===== config.mk =====
export PLATFORM = sky130hd
export DESIGN_NAME = serial_addsub
export DESIGN_NICKNAME = d
export VERILOG_FILES = /design/src/rtl/serial_addsub_pkg.sv /design/src/rtl/addsub_cell.sv /design/src/rtl/serial_addsub.sv
export SDC_FILE = /design/constraint.sdc
export NUM_CORES = 1
export LEC_CHECK = 0
export ABC_AREA = 1
export CAP_MARGIN = 20
export CORE_MARGIN = 8
export CORE_UTILIZATION = 54
export DETAILED_ROUTE_END_ITERATION = 7
export PLACE_DENSITY = 0.82
export RECOVER_POWER = 50
export SYNTH_ARGS = -nofsm -noshare
export SYNTH_HDL_FRONTEND = slang
export SYNTH_HIERARCHICAL = 1
export SYNTH_SLANG_ARGS = --single-unit

===== constraint.sdc =====
create_clock -name clk -period 3.2 [get_ports clk]
set_input_delay 0.64 -clock clk [delete_from_list [all_inputs] [get_ports clk]]
set_output_delay 0.64 -clock clk [all_outputs]
set_load 0.01 [all_outputs]

===== src/rtl/serial_addsub_pkg.sv =====
// ============================================================================
// Module      : serial_addsub_pkg
// Description : Shared types and constants for the bit-serial adder/subtractor.
// Revision    : 1.0 - initial release
// ============================================================================
`default_nettype none

package serial_addsub_pkg;

    localparam int unsigned c_default_width = 4;
    localparam int unsigned c_default_cnt_w = $clog2(c_default_width);

    typedef enum logic [1:0] {
        ST_IDLE = 2'd0,
        ST_RUN  = 2'd1,
        ST_DONE = 2'd2
    } state_t;

endpackage

`default_nettype wire


===== src/rtl/addsub_cell.sv =====
// ============================================================================
// Module      : addsub_cell
// Description : One-bit full adder / full subtractor selected by dec.
// Revision    : 1.0 - initial release
// ============================================================================
`default_nettype none

module addsub_cell (
    input  logic a,
    input  logic b,
    input  logic cin,
    input  logic dec,
    output logic s,
    output logic cout
);

    logic w_axb;

    assign w_axb = a ^ b;
    assign s     = w_axb ^ cin;
    // cin/cout act as borrow-in/borrow-out when dec is set
    assign cout  = dec ? ((~a & b) | (~w_axb & cin))
                       : ((a & b)  | (w_axb & cin));

endmodule

`default_nettype wire


===== src/rtl/serial_addsub.sv =====
// ============================================================================
// Module      : serial_addsub
// Description : Bit-serial WIDTH-bit adder/subtractor, LSB first, Start/Ready
//               handshake. Define SERIAL_ADDSUB_OVF_EN to add the Ovf output.
// Revision    : 1.0 - initial release
// ============================================================================
`default_nettype none

module serial_addsub
    import serial_addsub_pkg::*;
#(
    parameter int unsigned WIDTH = c_default_width
) (
    input  logic             clk,
    input  logic             rst,
    input  logic             Start,
    output logic             Ready,
    input  logic             Dec,
    input  logic [WIDTH-1:0] A,
    input  logic [WIDTH-1:0] B,
    input  logic             Cin,
    output logic [WIDTH-1:0] Result,
    output logic             Cout,
    output logic             Done
`ifdef SERIAL_ADDSUB_OVF_EN
    ,
    output logic             Ovf
`endif
);

    localparam int unsigned    c_cnt_w    = $clog2(WIDTH);
    localparam logic [c_cnt_w-1:0] c_last_bit = c_cnt_w'(WIDTH - 1);
    localparam logic [c_cnt_w-1:0] c_cnt_one  = c_cnt_w'(1);

    state_t             r_state;
    logic [WIDTH-1:0]   r_sh_a;
    logic [WIDTH-1:0]   r_sh_b;
    logic [WIDTH-1:0]   r_part;
    logic [WIDTH-1:0]   r_result;
    logic [c_cnt_w-1:0] r_cnt;
    logic               r_op;
    logic               r_cy;
    logic               r_cout;
    logic               r_done;
    logic               w_s;
    logic               w_cy_next;

    addsub_cell u_cell (
        .a    (r_sh_a[0]),
        .b    (r_sh_b[0]),
        .cin  (r_cy),
        .dec  (r_op),
        .s    (w_s),
        .cout (w_cy_next)
    );

    always_ff @(posedge clk) begin
        if (rst) begin
            r_state  <= ST_IDLE;
            r_sh_a   <= '0;
            r_sh_b   <= '0;
            r_part   <= '0;
            r_result <= '0;
            r_cnt    <= '0;
            r_op     <= 1'b0;
            r_cy     <= 1'b0;
            r_cout   <= 1'b0;
            r_done   <= 1'b0;
        end else begin
            r_done <= 1'b0;
            case (r_state)
                ST_IDLE: begin
                    if (Start) begin
                        r_sh_a  <= A;
                        r_sh_b  <= B;
                        r_op    <= Dec;
                        r_cy    <= Cin;
                        r_cnt   <= '0;
                        r_state <= ST_RUN;
                    end
                end
                ST_RUN: begin
                    // Sum bits enter at the MSB so after WIDTH shifts bit 0 sits at the LSB
                    r_part <= {w_s, r_part[WIDTH-1:1]};
                    r_sh_a <= {1'b0, r_sh_a[WIDTH-1:1]};
                    r_sh_b <= {1'b0, r_sh_b[WIDTH-1:1]};
                    r_cy   <= w_cy_next;
                    r_cnt  <= r_cnt + c_cnt_one;
                    if (r_cnt == c_last_bit) begin
                        r_state <= ST_DONE;
                    end
                end
                ST_DONE: begin
                    r_result <= r_part;
                    r_cout   <= r_cy;
                    r_done   <= 1'b1;
                    r_state  <= ST_IDLE;
                end
                default: r_state <= ST_IDLE;
            endcase
        end
    end

`ifdef SERIAL_ADDSUB_OVF_EN
    logic r_cy_msb;
    logic r_ovf;

    // The last RUN cycle leaves the carry into the MSB in r_cy_msb
    always_ff @(posedge clk) begin
        if (rst) begin
            r_cy_msb <= 1'b0;
            r_ovf    <= 1'b0;
        end else begin
            if (r_state == ST_RUN) begin
                r_cy_msb <= r_cy;
            end
            if (r_state == ST_DONE) begin
                r_ovf <= r_cy_msb ^ r_cy;
            end
        end
    end

    assign Ovf = r_ovf;
`endif

    assign Ready  = (r_state == ST_IDLE);
    assign Result = r_result;
    assign Cout   = r_cout;
    assign Done   = r_done;

endmodule

`default_nettype wire

## After elaboration in Yosys (flattened, before gate mapping)

Index checks and enable logic that the tools add are counted.

| cells by class | value |
|---|---|
| add/sub/neg operators | 1 |
| equal/unequal tests | 5 |
| mux-type cells | 13 |
| bitwise logic cells | 10 |
| reduce and logical (&&, ||, !) cells | 5 |

Operator list:

| cell | number |
|---|---|
| case mux 4 bit (2 select lines) | 2 |
| 2-to-1 mux 4 bit | 2 |
| case mux 2 bit (2 select lines) | 2 |
| 2-to-1 mux 2 bit | 3 |
| AND reduction 2 bit | 3 |
| bitwise AND 1 bit | 4 |
| equality test 2 bit (second input constant) | 2 |
| != test 2 bit (second input constant) | 2 |
| 2-to-1 mux 1 bit | 3 |
| adder 2 x 1 -> 2 bit (second input constant) | 1 |
| equality test 2 x 1 -> 1 bit (second input constant) | 1 |
| zero test 2 bit | 1 |
| inverter 1 bit | 2 |
| bitwise OR 1 bit | 2 |
| case mux 1 bit (2 select lines) | 1 |
| nonzero test 2 bit | 1 |
| XOR 1 bit | 2 |

| word-level totals | value |
|---|---|
| bits in registers | 24 |
| bits of input ports | 13 |
| output and inout bits | 7 |
| word-level logic and storage cells | 44 |

## Depth between registers and ports, before layout

Gate-level depths: netlist of the first run.

| depth | value |
|---|---|
| depth in word-level cells | 6 |
| mapped depth | 9 |

## Modules after synthesis

Netlist of the first run, hierarchy kept.

By module, submodules not included:

| module | times used | cells an instance | area an instance (um^2) |
|---|---|---|---|
| serial_addsub | 1 | 144 | 1027.2 |
| addsub_cell | 1 | 9 | 66.3 |

## Least setup slack after synthesis of the first run

No wires, ideal clock.

| path | value |
|---|---|
| path kind | input port to flip-flop |
| from | input port rst |
| to | register r_cout (netlist: Cout) |
| library setup time | 64 ps |
| data arrival time | 1230 ps |
| path slack | 1906 ps |
| stages | 5 |
| buffers on the path | 2 |
| path through | buf_4 > inv_1 > buf_2 > o21ai_0 > nor2_1 |

RTL lines:

| element | line | RTL |
|---|---|---|
| start: declaration | serial_addsub.sv:15 | `input logic rst,` |
| end signal: assignment | serial_addsub.sv:95 | `r_cout <= r_cy;` |
| end: declaration | serial_addsub.sv:43 | `logic r_cout;` |

## Final worst setup path of the first run

| path | value |
|---|---|
| from | input port Start |
| to | register r_sh_b[3] |

| on the way | value |
|---|---|
| cells in the longest elaborated chain, start to end | 2 |

RTL lines:

| element | line | RTL |
|---|---|---|
| start: declaration | serial_addsub.sv:16 | `input logic Start,` |
| != test 2 bit (no source line) | -- |  |
| AND reduction 2 bit (no source line) | -- |  |
| end signal: assignment | serial_addsub.sv:86 | `r_sh_b <= {1'b0, r_sh_b[WIDTH-1:1]};` |
| end: declaration | serial_addsub.sv:37 | `logic [WIDTH-1:0] r_sh_b;` |

Every way passes these cells.
A chain may end at the register's enable or synchronous reset.

==> results of run 1 <==
-- final cells by class --
type / count / area [um2]
fill: 190 / 637
sequential: 24 / 480
multi-input combinational: 106 / 480
timing repair buffer: 19 / 190
inverter: 18 / 67.6
tap: 27 / 33.8
clock inverter: 1 / 30.0
clock buffer: 3 / 22.5
-- placed cells by master (no fill, tap or decap) --
cell type and count:
sky130_fd_sc_hd__inv_2 1, sky130_fd_sc_hd__fa_1 2, sky130_fd_sc_hd__dfxtp_1 24, sky130_fd_sc_hd__clkbuf_4 3, sky130_fd_sc_hd__inv_1 17, sky130_fd_sc_hd__nand2_1 40
sky130_fd_sc_hd__o21ai_1 1, sky130_fd_sc_hd__nand3_1 10, sky130_fd_sc_hd__a21oi_1 5, sky130_fd_sc_hd__clkdlybuf4s50_1 17, sky130_fd_sc_hd__nor3_1 1, sky130_fd_sc_hd__dlygate4sd3_1 2
sky130_fd_sc_hd__nor2_1 35, sky130_fd_sc_hd__o21ai_0 10, sky130_fd_sc_hd__bufinv_16 1, sky130_fd_sc_hd__ha_1 1, sky130_fd_sc_hd__nor2_4 1
-- cell families after synthesis --
logic type | share of synthesized area [%]
flops | 43.9
buf+inv | 10.4
fa+ha+maj | 4.81
simple gates | 32.5
compound gates | 8.35
-- where the power goes --
| group | internal, uW | switching, uW |
|---|---|---|
| registers | 317 | 15.4 |
| logic | 40.0 | 47.8 |
| clock network | 127 | 92.5 |
-- sequential cells by signal, indices dropped and copies added, names as in the netlist, 2 cells and up --
register and cells:
Result 4, r_part 4, r_sh_a 4, r_sh_b 4, r_cnt 2, r_state 2
-- routing by layer --
metal / share of wire, % / track usage [%] / up-vias
li1: - / - / 500
met1: 44 / 15.0 / 417
met2: 49 / 22.5 / 23
met3: 5.2 / 3.60 / 4
met4: 1.2 / 5.98 / 0
met5: 0 / 0 / -
-- worst paths after layout --
path	from	to	slack, ps	depth (start not counted)
setup / recovery	Start	r_sh_b[3]$_SDFFE_PP0P_	930	4
hold / removal	r_sh_a[3]$_SDFFE_PP0P_	r_sh_a[3]$_SDFFE_PP0P_	480	2
setup reg to reg	r_state[0]$_SDFFE_PP0P_	r_sh_b[3]$_SDFFE_PP0P_	1360	3
hold reg to reg	r_sh_a[3]$_SDFFE_PP0P_	r_sh_a[3]$_SDFFE_PP0P_	480	2
-- metrics by stage --
step	instance area [um2]	hold WS, ps
floorplan	1090	437
detailed placement	1270	466
CTS	1320	485
finish	1310	484
global route	1310	513
global placement	1270	455
-- worst max-delay path, delay by kind of cell --
family	cells	cell delay [ps]
buffers and inverters	1	600
AND/OR/NAND/NOR	1	160
AO/OA/AOI/OAI	2	1100
==> results.md, run 1 <==
- The total overflow left after global routing is 0.
- The completed layout was analyzed and its total power is 639 uW.
- The number of cells in the finished layout apart from fillers is 198.
- After synthesis, the most frequently instantiated cells are sky130_fd_sc_hd__nand2_1, sky130_fd_sc_hd__nor2_1, sky130_fd_sc_hd__dfxtp_1, sky130_fd_sc_hd__inv_1.
- For this block, the routed nets add up to 2130 um of wire.
- The smallest clock period supported by the final layout is computed as 2270 ps.
- The final setup TNS is 0 ps.
- The detailed placer's ending HPWL is 1600 um.
- The placeable core region is 1940 um2.
- At the end of routability-driven placement, the weighted congestion stood at 0.784.
- For this run, the share of the core covered by cells in the final layout is 67.2%.
- Cells with a size suffix above 1 make up 3.51% of the layout.
- The top cell type's share of synthesized area is 43.9%.
- The vertical die dimension is 61 um.
- The count of clock tree sinks is 24.
- The class of the tightest hold or removal check is reg2reg.
- Yosys printed 6 warnings.
- Input and output buffers added on the ports amount to 19.
- The flow ran to the end, and the final reports show no timing, DRC or antenna violations.
- The number of enable-type register cells in the synthesized netlist is 0.
- The area growth from synthesis to layout is 19.3%.
- The most used flip-flop cell after synthesis is sky130_fd_sc_hd__dfxtp_1.
- The number of distinct library cell variants in the gate-level netlist after synthesis is 18.
- The arrival time at the worst endpoint is 2510 ps.
- The cell accounting for the most synthesized area is sky130_fd_sc_hd__dfxtp_1.
- The clock passes through at most 2 buffers.
- The initial antenna violation count is 0.
- In this run, synthesis produced a sequential element count of 24.
- The total nets after synthesis is 169.
- The global-route wire length before repair is 3680 um.
- The final routed DRC violation total is 0.
- The worst setup path is of the in2reg kind.
- The library cell with the highest instance count after synthesis is sky130_fd_sc_hd__nand2_1.
- The post-placement cell count is 194.
- At the pin with the least slew margin, the transition time is 1130 ps.
- TritonCTS built the clock tree.
- The initialized floorplan defines 16 standard-cell rows.
- The max-capacitance violation count is 0.
- The worst setup path is launched from an input port.
- CTS placed an instance of sky130_fd_sc_hd__clkbuf_4 at the clock tree root.
- Setup violations remaining at the end of the flow were counted as 0.
- The highest cell delay on the worst timing path is 890 ps.
- The final max-slew violation count came to 0.
- The remaining max-slew budget at the tightest pin is 24.2%.
- After synthesis, the share of flip-flops with an asynchronous set or reset is 0%.
- Summing over every cut layer, the via total after detailed routing is 944.
- Setup repair after global routing left no endpoint under its margin.
- The final critical-path setup slack is 932 ps.
- The number of global-route vias before repair is 887.
- After synthesis, the cell types taking the most area are sky130_fd_sc_hd__dfxtp_1, sky130_fd_sc_hd__nand2_1, sky130_fd_sc_hd__nor2_1, sky130_fd_sc_hd__inv_1, sky130_fd_sc_hd__nand3_1.
- The worst path required time is 3440 ps.
- In this run the cell area of the synthesized design comes to 1090 um2.
- On the final layout, the worst clock skew is 9.55 ps.
- Along the worst path, the maximum fanout reaches 18.
- Synthesis handed over a netlist of 153 instances.
- The number of iterations in the first detailed-routing pass is 4.
- The endpoint type of the worst setup path is a flip-flop.
- At the end of the flow, the number of nets in the layout was 188.
- 0 antenna diodes ended up in the layout.
- The critical path's slowest cell is sky130_fd_sc_hd__o21ai_1.
- The post-route antenna net violation count is 0.
- The final hold violation count came to 0.
- Traced cell by cell, the critical path runs through dlygate4sd3_1 -> o21ai_1 -> nand2_1 -> a21oi_1.
- The vias per cell is 4.77.
- Entering global routing, the biggest net connects 19 pins.
- The highest clock frequency the design can meet is 441 MHz.
- The I/O pin count is 20.
- The violation count after the first detailed-routing iteration is 21.
- The worst path uses 70.9% of the clock period.
- In this run the horizontal extent of the chip is 61 um.
- The proportion of synthesized chip area in sequential cells is 43.9%.
- Counting the buffers created by CTS gives 3.
- The worst setup slack after placement is 1200 ps.
- IR analysis of the VDD net gives a maximum drop of 0.346 mV.
- The total leakage power is 0.000586 uW.
- For this run, the total global-route usage over all layers was measured as 13.2%.
- Hold repair after CTS inserted 0 buffers.
- The die covers 3720 um2.
- The H-tree depth is 1.
- The total power density per cell area is 490 nW/um2.
- The post-CTS setup repair buffer count is 0.
- Post-CTS repair changed the size of 0 cells.
- The initial utilization of the core area, before any placement, comes to 56.3%.
- In this run the mean area of a mapped cell was 7.15 um2.
- After detailed routing, the average wire length per cell comes to 10.8 um.
- The insertion delay to the later sink of the worst-skew pair is 320 ps.
- Clock-pin slew was measured on the worst setup and hold paths at 120 ps.
Power figures use the tool's default switching activity.
==> run 2, diff against run 1 <==
--- a/config.mk
+++ b/config.mk
@@ -8,9 +8,9 @@
 export ABC_AREA = 1
 export CAP_MARGIN = 20
 export CORE_MARGIN = 8
-export CORE_UTILIZATION = 54
+export CORE_UTILIZATION = 45
 export DETAILED_ROUTE_END_ITERATION = 7
-export PLACE_DENSITY = 0.82
+export PLACE_DENSITY = 0.73
 export RECOVER_POWER = 50
 export SYNTH_ARGS = -nofsm -noshare
 export SYNTH_HDL_FRONTEND = slang
==> constraint.sdc (replaced) <==
create_clock -name clk -period 2 [get_ports clk]
set_input_delay 0.4 -clock clk [delete_from_list [all_inputs] [get_ports clk]]
set_output_delay 0.4 -clock clk [all_outputs]
set_load 0.01 [all_outputs]
==> results.md, run 2 (synthesized netlist as in run 1, its figures left out) <==
- The layout overhead on the synthesized area is 19.0% (was 19.3%).
- The critical path depth is 2 (was 4).
- The part of the power in the clock network is 23.1% (was 34.3%).
- The count of filler cells inserted in the layout is 240 (was 190).
- The global-route wire length before repair is 3420 um (was 3680 um).
- The worst hold path cell count is 2 (unchanged).
- The count of clock tree sinks came to 24 (unchanged).
- The number of global-route vias before repair is 823 (was 887).
- The total power density per cell area is 674 nW/um2 (was 490 nW/um2).
- The cell-internal power was 644 uW (was 483 uW).
- The CTS clock-pin slew for the worst setup and hold paths is 120 ps (about the same).
- The highest clock frequency the design can meet is 567 MHz.
- The detailed placer's ending HPWL is 1540 um (was 1600 um).
- The fraction of final layout cells with drive strength greater than 1 was 4.65% (was 3.51%).
- The H-tree depth is 1 (unchanged).
- The worst setup slack after placement is 359 ps (was 1200 ps).
- The number of buffers added to fix hold violations after cts is 0 (unchanged).
- The largest fanout of any net on the critical path is 5 (was 18).
- The placer congestion estimate came to 0.734 (was 0.784).
- The origin of the worst min-delay path is r_sh_a[3]$_SDFFE_PP0P_ (unchanged).
- The worst path needs 1760 ps of the cycle, external delays included.
- The final setup skew is 8.77 ps (was 9.55 ps).
- The worst path required time is 1600 ps (was 3440 ps).
- The highest cell delay on the worst timing path is 560 ps (was 890 ps).
- The maximum ir drop on the vdd rail is 0.409 mV (was 0.346 mV).
- The switching share of power came to 26.6% (was 24.4%).
- The number of resized instances in the post-cts repair step is 0 (unchanged).
- The I/O pin count is 20 (unchanged).
- The final setup TNS was 0 ps (unchanged).
- The class of the tightest hold or removal check was reg2reg (unchanged).
- The total vias in the final route is 933 (was 944).
- The top cell family by delay on the critical path is buffers and inverters (was compound AO/OA/AOI/OAI gates).
- The number of iterations in the first detailed-routing pass is 3 (was 4).
- The endpoint of the lowest-slack register-to-register path is r_cnt[1]$_SDFFE_PP0P_ (was r_sh_b[3]$_SDFFE_PP0P_).
- The count of buffering cells on the critical path with inverters included is 1 (unchanged).
- The area of the die came to 4260 um2 (was 3720 um2).
- The total CTS buffers came to 3 (unchanged).
- The initial core utilization came to 45.8% (was 56.3%).
- The vias per cell was 4.62 (was 4.77).
- The deepest clock path buffer count came to 2 (unchanged).
- The total leakage power is 0.000579 uW (was 0.000586 uW).
- The worst path uses 88.2% of the clock period.
- The final setup violation count is 0 (unchanged).
- The actual slew at the worst max-slew pin is 536 ps (was 1130 ps).
- The arrival time at the worst endpoint is 1360 ps (was 2510 ps).
- Ordered cell list for the critical path: nor2_4 -> clkdlybuf4s50_1 (was dlygate4sd3_1 -> o21ai_1 -> nand2_1 -> a21oi_1).
- The remaining max-slew budget at the tightest pin is 64.3% (was 24.2%).
- Commonest cells after routing, fill and taps aside: sky130_fd_sc_hd__nand2_1, sky130_fd_sc_hd__nor2_1, sky130_fd_sc_hd__dfxtp_1 (unchanged).
- The post-placement cell count was 199 (was 194).
- The post-route core utilization is 54.5% (was 67.2%).
- The max-capacitance violation count is 0 (unchanged).
- The row count is 18 (was 16).
- The number of I/O port buffers came to 19 (unchanged).
- The global-route congestion overflow total came to 0 (unchanged).
- The path depth of the worst reg2reg path is 5 (was 3).
- RSZ-0062 raised after global routing: false (unchanged).
- The maximum number of pins on one net before global-route repair was 19 (unchanged).
- The post-CTS setup repair buffer count is 0 (unchanged).
- The overall fraction of global-route tracks in use is 10.0% (was 13.2%).
- The final max-slew violation count is 0 (unchanged).
- The net count of the finished layout is 190 (was 188).
- The number of cells in the finished layout apart from fillers is 202 (was 198).
- The sequential fraction of design power is 60.1% (was 52.0%).
- The most common library cell in the layout ignoring fill and taps is sky130_fd_sc_hd__nand2_1 (unchanged).
- The number of diodes added for antenna fixing is 0 (unchanged).
- The share of total power in combinational logic came to 16.8% (was 13.7%).
- The cell at the root of the clock tree was sky130_fd_sc_hd__clkbuf_4 (unchanged).
- Result of the run: finished clean (unchanged).
- The start of the worst register-to-register path is r_state[0]$_SDFFE_PP0P_ (unchanged).
- The final critical-path setup slack is 236 ps (was 932 ps).
- The worst hold path endpoint is r_sh_a[3]$_SDFFE_PP0P_ (unchanged).
- The final routed DRC violation total came to 0 (unchanged).
- The final hold violation count is 0 (unchanged).
- The CTS tree is built (unchanged).
- The detailed-route wire length per cell is 10.3 um (was 10.8 um).
- The vertical die dimension is 65.3 um (was 61 um).
- The width of the die is 65.3 um (was 61 um).
- The endpoint type of the worst setup path is a primary output (was flip-flop).
- The start-to-end type of the worst setup path is reg2out (was in2reg).
- The insertion delay to the later sink of the worst-skew pair is 310 ps (was 320 ps).
- The initial antenna violation count was 0 (unchanged).
- The violation count after the first detailed-routing iteration is 71 (was 21).
- The final worst hold slack is 474 ps (was 484 ps).
- The switching component of the power is 234 uW (was 156 uW).
- The launching element type of the critical path was a flip-flop (was input port).
- The worst setup slack for register-to-register paths was 310 ps (was 1360 ps).
- The placeable core region is 2390 um2 (was 1940 um2).
- The post-route antenna net violation count came to 0 (unchanged).
- The routed wire length is 2080 um (was 2130 um).
- The critical path's slowest cell is sky130_fd_sc_hd__clkdlybuf4s50_1 (was sky130_fd_sc_hd__o21ai_1).
[run 2: cell type report]
type / instances / area [um2] / share of cell area (%)
sequential: 24 / 480 / 36.9
tap: 30 / 37.5 / 2.88
clock buffer: 3 / 22.5 / 1.73
timing repair buffer: 21 / 201 / 15.5
multi-input combinational: 106 / 492 / 37.8
inverter: 18 / 67.6 / 5.19
[run 2: through the flow]
stage,power (uW),instance area (um2)
final,877,1300
after floorplan,646,1090
after global placement,686,1290
after global routing,932,1300
after CTS,894,1310
after detailed placement,691,1290
[run 2: how the worst max path moves through the flow]
stage                     slack [ps]                      end               startpoint
final                            240                    Ready  r_state[1]$_SDFFE_PP0P_
after detailed placement         360   r_sh_b[0]$_SDFFE_PP0P_                    Start
after CTS                        220                    Ready  r_state[1]$_SDFFE_PP0P_
after global routing             160  r_state[0]$_SDFFE_PP0P_  r_state[0]$_SDFFE_PP0P_
after global placement           380   r_sh_a[0]$_SDFFE_PP0P_                    Start
after floorplan                  790        r_cy$_SDFFE_PP0P_   r_sh_b[0]$_SDFFE_PP0P_
[run 2: power by group through the flow]
stage / Clock (uW) / Sequential [uW] / Combinational (uW)
after floorplan: 0 / 534 / 112
after global placement: 0 / 537 / 149
after detailed placement: 0 / 538 / 153
after CTS: 212 / 528 / 154
after global routing: 227 / 532 / 172
final: 202 / 527 / 148
[run 2: metal layers]
layer / global-route usage, % / share of wire, % / vias up
li1: - / - / 507
met5: 0 / 0 / -
met4: 6.54 / 2.3 / 0
met3: 2.04 / 4.2 / 4
met2: 15.6 / 46 / 16
met1: 12.3 / 47 / 406
[run 2: worst min-delay path, stage by stage, from the launching register on]
cell	delay, ps
sky130_fd_sc_hd__dfxtp_1	330
sky130_fd_sc_hd__nand2_1	60
sky130_fd_sc_hd__a21oi_1	50
==> run 3, diff against run 2 <==
--- a/config.mk
+++ b/config.mk
@@ -9,6 +9,7 @@
 export CAP_MARGIN = 20
 export CORE_MARGIN = 8
 export CORE_UTILIZATION = 45
+export CTS_CLUSTER_SIZE = 10
 export DETAILED_ROUTE_END_ITERATION = 7
 export PLACE_DENSITY = 0.73
 export RECOVER_POWER = 50
==> results of run 3 <==
No change in the layout: final DEF, timing and power equal those of run 2.
